$ cat config.mk
export PLATFORM = sky130hd
export DESIGN_NAME = hazard_ctrl_flat
export DESIGN_NICKNAME = d
export VERILOG_FILES = /design/src/rtl/hazard_pkg.sv /design/src/rtl/hazard_ctrl_if.sv /design/src/rtl/hazard_scoreboard.sv /design/src/rtl/hazard_ctrl.sv /design/src/flat_wrapper.sv
export SDC_FILE = /design/constraint.sdc
export NUM_CORES = 1
export LEC_CHECK = 0
export CELL_PAD_IN_SITES_DETAIL_PLACEMENT = 0
export CELL_PAD_IN_SITES_GLOBAL_PLACEMENT = 1
export CORE_MARGIN = 1.5
export CORE_UTILIZATION = 45
export DETAILED_ROUTE_END_ITERATION = 8
export GPL_TIMING_DRIVEN = 0
export HOLD_SLACK_MARGIN = 0.06
export PLACE_DENSITY = 0.88
export SLEW_MARGIN = 40
export SYNTH_ARGS = -nofsm -noshare
export SYNTH_HDL_FRONTEND = slang
export SYNTH_SLANG_ARGS = --single-unit
$ cat constraint.sdc
create_clock -name clk -period 4.9 [get_ports clk]
set_input_delay 0.98 -clock clk [delete_from_list [all_inputs] [get_ports clk]]
set_output_delay 0.98 -clock clk [all_outputs]
set_load 0.02 [all_outputs]
$ cat src/rtl/hazard_pkg.sv
// Shared types and helpers for the decode-stage hazard/forwarding controller.
package hazard_pkg;

   localparam int unsigned MAX_MEM_LAT     = 7;
   localparam int unsigned MAX_FLUSH_DEPTH = 3;

   typedef enum logic {
      FWD_NONE = 1'b0,
      FWD_EX   = 1'b1
   } fwd_sel_e;

   // Width of a scoreboard counter able to hold the value lat.
   function automatic int unsigned sb_w(input int unsigned lat);
      return $clog2(lat + 1);
   endfunction

endpackage

$ cat src/rtl/hazard_ctrl_if.sv
// Decode-side bundle of the hazard controller: decode fields in, stall/flush/forward out.
interface hazard_ctrl_if #(
   parameter int unsigned AW = 5
);
   logic          d_valid;
   logic [AW-1:0] d_rs1;
   logic [AW-1:0] d_rs2;
   logic          d_rs1_used;
   logic          d_rs2_used;
   logic [AW-1:0] d_rd;
   logic          d_reg_wr;
   logic          d_is_load;
   logic          br_taken;
   logic          stall_f;
   logic          stall_d;
   logic          flush_d;
   logic          fwd_a;
   logic          fwd_b;
   logic [31:0]   perf_stall_cnt;
   logic [31:0]   perf_flush_cnt;

   modport master (
      output d_valid, d_rs1, d_rs2, d_rs1_used, d_rs2_used, d_rd, d_reg_wr, d_is_load, br_taken,
      input  stall_f, stall_d, flush_d, fwd_a, fwd_b, perf_stall_cnt, perf_flush_cnt
   );

   modport slave (
      input  d_valid, d_rs1, d_rs2, d_rs1_used, d_rs2_used, d_rd, d_reg_wr, d_is_load, br_taken,
      output stall_f, stall_d, flush_d, fwd_a, fwd_b, perf_stall_cnt, perf_flush_cnt
   );
endinterface

$ cat src/rtl/hazard_scoreboard.sv
// Per-register load-latency scoreboard; a register is busy until its pending load data is visible.
module hazard_scoreboard
   import hazard_pkg::*;
#(
   parameter int unsigned NREG    = 32,
   parameter int unsigned AW      = 5,
   parameter int unsigned MEM_LAT = 2
) (
   input  logic          clk,
   input  logic          rst,
   input  logic          i_load,
   input  logic [AW-1:0] i_load_rd,
   input  logic [AW-1:0] i_rs1,
   input  logic          i_rs1_used,
   input  logic [AW-1:0] i_rs2,
   input  logic          i_rs2_used,
   output logic          o_rs1_busy_c,
   output logic          o_rs2_busy_c
);

   localparam int unsigned CW = sb_w(MEM_LAT);

   logic [CW-1:0] r_cnt [NREG];

   // A new load reloads its counter (latest load wins); all others count down to zero.
   always_ff @(posedge clk) begin
      if (rst) begin
         for (int unsigned r = 0; r < NREG; r++) r_cnt[r] <= '0;
      end else begin
         r_cnt[0] <= '0;
         for (int unsigned r = 1; r < NREG; r++) begin
            if (i_load && (i_load_rd == AW'(r))) begin
               r_cnt[r] <= CW'(MEM_LAT);
            end else if (r_cnt[r] != '0) begin
               r_cnt[r] <= r_cnt[r] - CW'(1);
            end
         end
      end
   end

   assign o_rs1_busy_c = i_rs1_used && (i_rs1 != '0) && (r_cnt[i_rs1] != '0);
   assign o_rs2_busy_c = i_rs2_used && (i_rs2 != '0) && (r_cnt[i_rs2] != '0);

endmodule

$ cat src/rtl/hazard_ctrl.sv
// Decode-stage hazard controller: load-use stall, taken-branch flush and EX->ALU forwarding.
// Optional performance counters are built when HAZARD_PERF_EN is defined.
module hazard_ctrl
   import hazard_pkg::*;
#(
   parameter int unsigned NREG        = 32,
   parameter int unsigned AW          = 5,
   parameter int unsigned MEM_LAT     = 2,
   parameter int unsigned FLUSH_DEPTH = 1
) (
   input  logic        clk,
   input  logic        rst,
   hazard_ctrl_if.slave bus
);

   localparam int unsigned FW = 2;

   logic          r_ex_valid;
   logic          r_ex_reg_wr;
   logic          r_ex_is_load;
   logic [AW-1:0] r_ex_rd;
   logic [FW-1:0] r_flush_cnt;

   logic     w_rs1_busy;
   logic     w_rs2_busy;
   logic     w_honour;
   logic     w_flush;
   logic     w_stall;
   logic     w_issue;
   logic     w_sb_load;
   fwd_sel_e w_fwd_a;
   fwd_sel_e w_fwd_b;

   // A branch only counts when a real instruction sits in execute; flush overrides stall.
   assign w_honour  = r_ex_valid && bus.br_taken;
   assign w_flush   = !rst && (w_honour || (r_flush_cnt != '0));
   assign w_stall   = !rst && bus.d_valid && (w_rs1_busy || w_rs2_busy) && !w_flush;
   assign w_issue   = !rst && bus.d_valid && !w_stall && !w_flush;
   assign w_sb_load = w_issue && bus.d_is_load && bus.d_reg_wr && (bus.d_rd != '0);

   hazard_scoreboard #(
      .NREG    (NREG),
      .AW      (AW),
      .MEM_LAT (MEM_LAT)
   ) u_sb (
      .clk          (clk),
      .rst          (rst),
      .i_load       (w_sb_load),
      .i_load_rd    (bus.d_rd),
      .i_rs1        (bus.d_rs1),
      .i_rs1_used   (bus.d_rs1_used),
      .i_rs2        (bus.d_rs2),
      .i_rs2_used   (bus.d_rs2_used),
      .o_rs1_busy_c (w_rs1_busy),
      .o_rs2_busy_c (w_rs2_busy)
   );

   // Execute shadow: mirrors what the ID/EX register receives (bubble when nothing issues).
   always_ff @(posedge clk) begin
      if (rst) begin
         r_ex_valid   <= 1'b0;
         r_ex_reg_wr  <= 1'b0;
         r_ex_is_load <= 1'b0;
         r_ex_rd      <= '0;
      end else begin
         r_ex_valid   <= w_issue;
         r_ex_reg_wr  <= w_issue && bus.d_reg_wr;
         r_ex_is_load <= w_issue && bus.d_is_load;
         r_ex_rd      <= w_issue ? bus.d_rd : '0;
      end
   end

   always_ff @(posedge clk) begin
      if (rst) begin
         r_flush_cnt <= '0;
      end else if (w_honour) begin
         r_flush_cnt <= FW'(FLUSH_DEPTH - 1);
      end else if (r_flush_cnt != '0) begin
         r_flush_cnt <= r_flush_cnt - FW'(1);
      end
   end

   // Loads are never forwarded from execute; the scoreboard stall covers them.
   assign w_fwd_a = (!rst && r_ex_valid && r_ex_reg_wr && !r_ex_is_load && bus.d_rs1_used &&
                     (r_ex_rd == bus.d_rs1) && (bus.d_rs1 != '0)) ? FWD_EX : FWD_NONE;
   assign w_fwd_b = (!rst && r_ex_valid && r_ex_reg_wr && !r_ex_is_load && bus.d_rs2_used &&
                     (r_ex_rd == bus.d_rs2) && (bus.d_rs2 != '0)) ? FWD_EX : FWD_NONE;

   assign bus.stall_f = w_stall;
   assign bus.stall_d = w_stall;
   assign bus.flush_d = w_flush;
   assign bus.fwd_a   = w_fwd_a;
   assign bus.fwd_b   = w_fwd_b;

`ifdef HAZARD_PERF_EN
   logic [31:0] r_perf_stall;
   logic [31:0] r_perf_flush;

   // Saturating event counters.
   always_ff @(posedge clk) begin
      if (rst) begin
         r_perf_stall <= '0;
         r_perf_flush <= '0;
      end else begin
         if (w_stall && (r_perf_stall != '1)) r_perf_stall <= r_perf_stall + 32'd1;
         if (w_honour && (r_perf_flush != '1)) r_perf_flush <= r_perf_flush + 32'd1;
      end
   end

   assign bus.perf_stall_cnt = r_perf_stall;
   assign bus.perf_flush_cnt = r_perf_flush;
`else
   assign bus.perf_stall_cnt = '0;
   assign bus.perf_flush_cnt = '0;
`endif

endmodule

$ cat src/flat_wrapper.sv
// flat-port wrapper written by rule: the top's interface ports become plain ports
module hazard_ctrl_flat import hazard_pkg::*;
#(
   parameter int unsigned NREG        = 32,
   parameter int unsigned AW          = 5,
   parameter int unsigned MEM_LAT     = 2,
   parameter int unsigned FLUSH_DEPTH = 1
)
  (clk, rst, bus_d_valid, bus_d_rs1, bus_d_rs2, bus_d_rs1_used, bus_d_rs2_used, bus_d_rd, bus_d_reg_wr, bus_d_is_load, bus_br_taken, bus_stall_f, bus_stall_d, bus_flush_d, bus_fwd_a, bus_fwd_b, bus_perf_stall_cnt, bus_perf_flush_cnt);
  hazard_ctrl_if #(.AW(AW)) bus_i ();
  input  logic clk;
  input  logic rst;
  input wire logic [$bits(bus_i.d_valid)-1:0] bus_d_valid;
  input wire logic [$bits(bus_i.d_rs1)-1:0] bus_d_rs1;
  input wire logic [$bits(bus_i.d_rs2)-1:0] bus_d_rs2;
  input wire logic [$bits(bus_i.d_rs1_used)-1:0] bus_d_rs1_used;
  input wire logic [$bits(bus_i.d_rs2_used)-1:0] bus_d_rs2_used;
  input wire logic [$bits(bus_i.d_rd)-1:0] bus_d_rd;
  input wire logic [$bits(bus_i.d_reg_wr)-1:0] bus_d_reg_wr;
  input wire logic [$bits(bus_i.d_is_load)-1:0] bus_d_is_load;
  input wire logic [$bits(bus_i.br_taken)-1:0] bus_br_taken;
  output wire logic [$bits(bus_i.stall_f)-1:0] bus_stall_f;
  output wire logic [$bits(bus_i.stall_d)-1:0] bus_stall_d;
  output wire logic [$bits(bus_i.flush_d)-1:0] bus_flush_d;
  output wire logic [$bits(bus_i.fwd_a)-1:0] bus_fwd_a;
  output wire logic [$bits(bus_i.fwd_b)-1:0] bus_fwd_b;
  output wire logic [$bits(bus_i.perf_stall_cnt)-1:0] bus_perf_stall_cnt;
  output wire logic [$bits(bus_i.perf_flush_cnt)-1:0] bus_perf_flush_cnt;
  assign bus_i.d_valid = bus_d_valid;
  assign bus_i.d_rs1 = bus_d_rs1;
  assign bus_i.d_rs2 = bus_d_rs2;
  assign bus_i.d_rs1_used = bus_d_rs1_used;
  assign bus_i.d_rs2_used = bus_d_rs2_used;
  assign bus_i.d_rd = bus_d_rd;
  assign bus_i.d_reg_wr = bus_d_reg_wr;
  assign bus_i.d_is_load = bus_d_is_load;
  assign bus_i.br_taken = bus_br_taken;
  assign bus_stall_f = bus_i.stall_f;
  assign bus_stall_d = bus_i.stall_d;
  assign bus_flush_d = bus_i.flush_d;
  assign bus_fwd_a = bus_i.fwd_a;
  assign bus_fwd_b = bus_i.fwd_b;
  assign bus_perf_stall_cnt = bus_i.perf_stall_cnt;
  assign bus_perf_flush_cnt = bus_i.perf_flush_cnt;
  hazard_ctrl #(.NREG(NREG), .AW(AW), .MEM_LAT(MEM_LAT), .FLUSH_DEPTH(FLUSH_DEPTH)) u_core (.clk(clk), .rst(rst), .bus(bus_i));
endmodule
==> flow_metrics.env <==
export IMPL_status="complete, no violations"
export IMPL_pin_count=92
export IMPL_postCtsHoldBufs=0
export IMPL_grt_pass1_wl_um=24200
export IMPL_hold_start="u_core.r_flush_cnt[1]"
export IMPL_fin_setup_tns_ns=0
export IMPL_rr_endpoint="u_core.u_sb.r_cnt[15][0]"
export IMPL_antenna_found_initial=0
export IMPL_fin_util=0.543
export IMPL_clock_root_buffer="clkbuf_16"
export IMPL_dieArea_um2=13100
export IMPL_maxSlewViolCount=0
export IMPL_drive_gt1_frac=0.178
export IMPL_cellLeakagePower_nw=2.70
export IMPL_slew_limit_headroom=0.472
export IMPL_fin_nets=759
export IMPL_track_usage=0.248
export IMPL_r2r_cells=9
export IMPL_synth_main_ff_cell="edfxtp_1"
export IMPL_cts_made_buffers=9
export IMPL_cts_sinks=72
export IMPL_cts_tree="built"
export IMPL_rsz0062_at_grt="false"
export IMPL_n_antenna_cell=0
export IMPL_grt_overflow=0
export IMPL_clkSlewWorstSetupHoldPaths_ns=0.05
export IMPL_r2r_slack_ns=1.28
export IMPL_holdWs_ns=0.486
export IMPL_grt_pass1_vias=4563
export IMPL_layout_common_cells="inv_1, buf_4, conb_1"
export IMPL_postRouteAntennaNets=0
export IMPL_arrival_ns=3.74
export IMPL_hold_depth=2
export IMPL_ir_drop_v=0.000184
export IMPL_max_freq_mhz=212
export IMPL_grt_max_degree=12
export IMPL_min_to="u_core.r_flush_cnt[1]"
export IMPL_ys_types=54
export IMPL_hold_violations=0
export IMPL_area_growth_pct=17.7
export IMPL_fin_crit_sh=0.964
export IMPL_finalSetupViolCount=0
export IMPL_vias=4798
export IMPL_drt_iter0_markers=399
export IMPL_worstSkewPairLatency_ns=0.35
export IMPL_die_h_um=114
export IMPL_place_hpwl_um=11400
export IMPL_synth_edf_count=62
export IMPL_drc=0
export IMPL_async_reset_ff_frac=0
export IMPL_yosysSeqAreaShare=0.370
export IMPL_hold_class="flip-flop to flip-flop"
export IMPL_ys_ff_latch=72
export IMPL_critPathKind="primary input to primary output"
export IMPL_seq_area_um2=2060
export IMPL_port_buffers=24
export IMPL_maxCapViolCount=0
export IMPL_die_x_um=114
export IMPL_detail_route_wl_per_cell_um=17.7
export IMPL_htreeDepth=3
export IMPL_fin_ws_ns=0.178
export IMPL_clockBufferDepth=2
export IMPL_layout_min_cycle_time_ns=4.72
export IMPL_r2r_start="u_core.u_sb.r_cnt[25][0]"
export IMPL_tightest_slew_ns=0.792
export IMPL_syn_inst=605
export IMPL_gp_congestion=1.01
export IMPL_endpoint_kind="primary output"
export IMPL_drt_first_pass_iters=5
export IMPL_ys_warnings_count=0
export IMPL_dpl_worst_slack_ns=-0.850
export IMPL_fill_cells=1129
export IMPL_layout_commonest_cell="inv_1"
export IMPL_synthesis_area_um2=5570
export IMPL_p_per_area_nw_per_um2=495
export IMPL_skew_ns=0.0104
export IMPL_avgViaCountPerCell=5.47
export IMPL_start_util=0.462
export IMPL_required_ns=3.92
export IMPL_path_max_fanout=10
export IMPL_critPathLaunchType="primary input"
export IMPL_core_um2=12100
export IMPL_rows=40
export IMPL_avgSynthCellArea_um2=9.21
export IMPL_drt_wl_total_um=15500
export IMPL_multi_input_area_um2=2850
-- critical path, stage by stage --
cell             delay [ns]
clkdlybuf4s50_1        0.54
clkbuf_4               0.25
nand2b_1               0.20
a311oi_2               0.34
a2111oi_2              0.10
a211oi_1               0.25
a22o_2                 0.21
buf_4                  0.21
nor2b_1                0.20
buf_4                  0.13
dlygate4sd2_1          0.33
-- cell usage after synthesis (3+ instances only) --
master / instances / area share
o21ai_0: 12 / 0.011
or3b_2: 7 / 0.011
buf_2: 5 / 0.0045
edfxtp_1: 62 / 0.33
o22ai_1: 13 / 0.015
buf_6: 3 / 0.0061
o31ai_1: 6 / 0.0081
nand2_1: 12 / 0.0081
xor2_1: 5 / 0.0079
dfxtp_1: 10 / 0.036
inv_1: 71 / 0.048
or3_1: 16 / 0.018
a211o_1: 3 / 0.0047
or2_2: 14 / 0.016
o21ai_1: 13 / 0.012
and2_1: 7 / 0.0079
nor3_1: 41 / 0.037
nor4_1: 8 / 0.0090
a311oi_1: 7 / 0.011
o32ai_1: 14 / 0.022
nor2_1: 20 / 0.013
o21a_1: 17 / 0.023
a211oi_1: 8 / 0.011
buf_4: 65 / 0.088
nor3b_1: 5 / 0.0067
xnor2_1: 6 / 0.0094
mux4_2: 4 / 0.016
nand2b_1: 6 / 0.0067
or2_1: 6 / 0.0067
a21oi_1: 11 / 0.0099
nor2b_1: 38 / 0.043
clkbuf_1: 23 / 0.015
ha_1: 32 / 0.072
a2111oi_0: 5 / 0.0079
-- cell type report --
class | count | share of cell area
multi-input combinational | 427 | 0.435
tap | 168 | 0.0321
clock inverter | 4 | 0.00305
clock buffer | 12 | 0.0376
buffer | 98 | 0.0996
inverter | 71 | 0.0407
sequential | 72 | 0.315
timing repair buffer | 25 | 0.0374
-- power by group --
part | switching (mW) | internal [mW] | total (mW)
logic | 0.741 | 0.659 | 1.40
clock network | 0.263 | 0.354 | 0.616
registers | 0.194 | 1.04 | 1.23
-- sequential cells by signal, summed over array words and instances, names as in the netlist --
register and flops:
u_core.u_sb.r_cnt 62, u_core.r_ex_rd 5, u_core.r_flush_cnt 2, u_core.r_ex_is_load 1
u_core.r_ex_reg_wr 1, u_core.r_ex_valid 1
-- stage by stage --
step / power, mW / cells / area (µm²)
final: 3.25 / 877 / 6560
after global routing: 3.48 / 877 / 6560
after CTS: 3.23 / 877 / 6550
after detailed placement: 2.60 / 860 / 6260
after global placement: 2.49 / 860 / 6260
after floorplan: 2.24 / 668 / 5810
-- worst max path at each step --
stage	slack (ns)	startpoint	cells past startpoint	end
2_1_floorplan	0.81	bus_d_rs2[1]	10	bus_stall_f
3_5_place_dp	-0.85	bus_d_rs2[2]	11	bus_stall_f
6_report	0.18	bus_d_rs2[2]	11	bus_stall_f
5_1_grt	0.004	bus_d_rs2[2]	11	bus_stall_f
3_3_place_gp	-0.85	bus_d_rs2[2]	11	bus_stall_f
4_1_cts	0.12	rst	6	bus_flush_d
-- routing by layer --
metal  routed length, µm  GRT usage  vias up
li1                    -          -     2248
met1                6530      0.315     2271
met2                7240      0.406      241
met3                1280     0.0566       38
met4                 431      0.107        0
met5                   0          0        -
-- repair_timing --
item | 4_1_cts | 5_1_grt
pin swaps | 1 | 0
buffers inserted | 1 | 0
gates cloned | 0 | 0
gates resized for setup | 10 | 2
endpoints found under the setup margin | 2 | 2
-- kinds of logic after synthesis --
group	synth area share
multiplexers	0.0162
flip-flops	0.370
other	0.000673
AO/OA/AOI/OAI	0.162
AND/OR/NAND/NOR	0.199
XOR/XNOR	0.0173
buffers and inverters	0.163
adder cells (fa/ha/maj)	0.0719
Note: power is estimated with default switching activity, not from simulation.
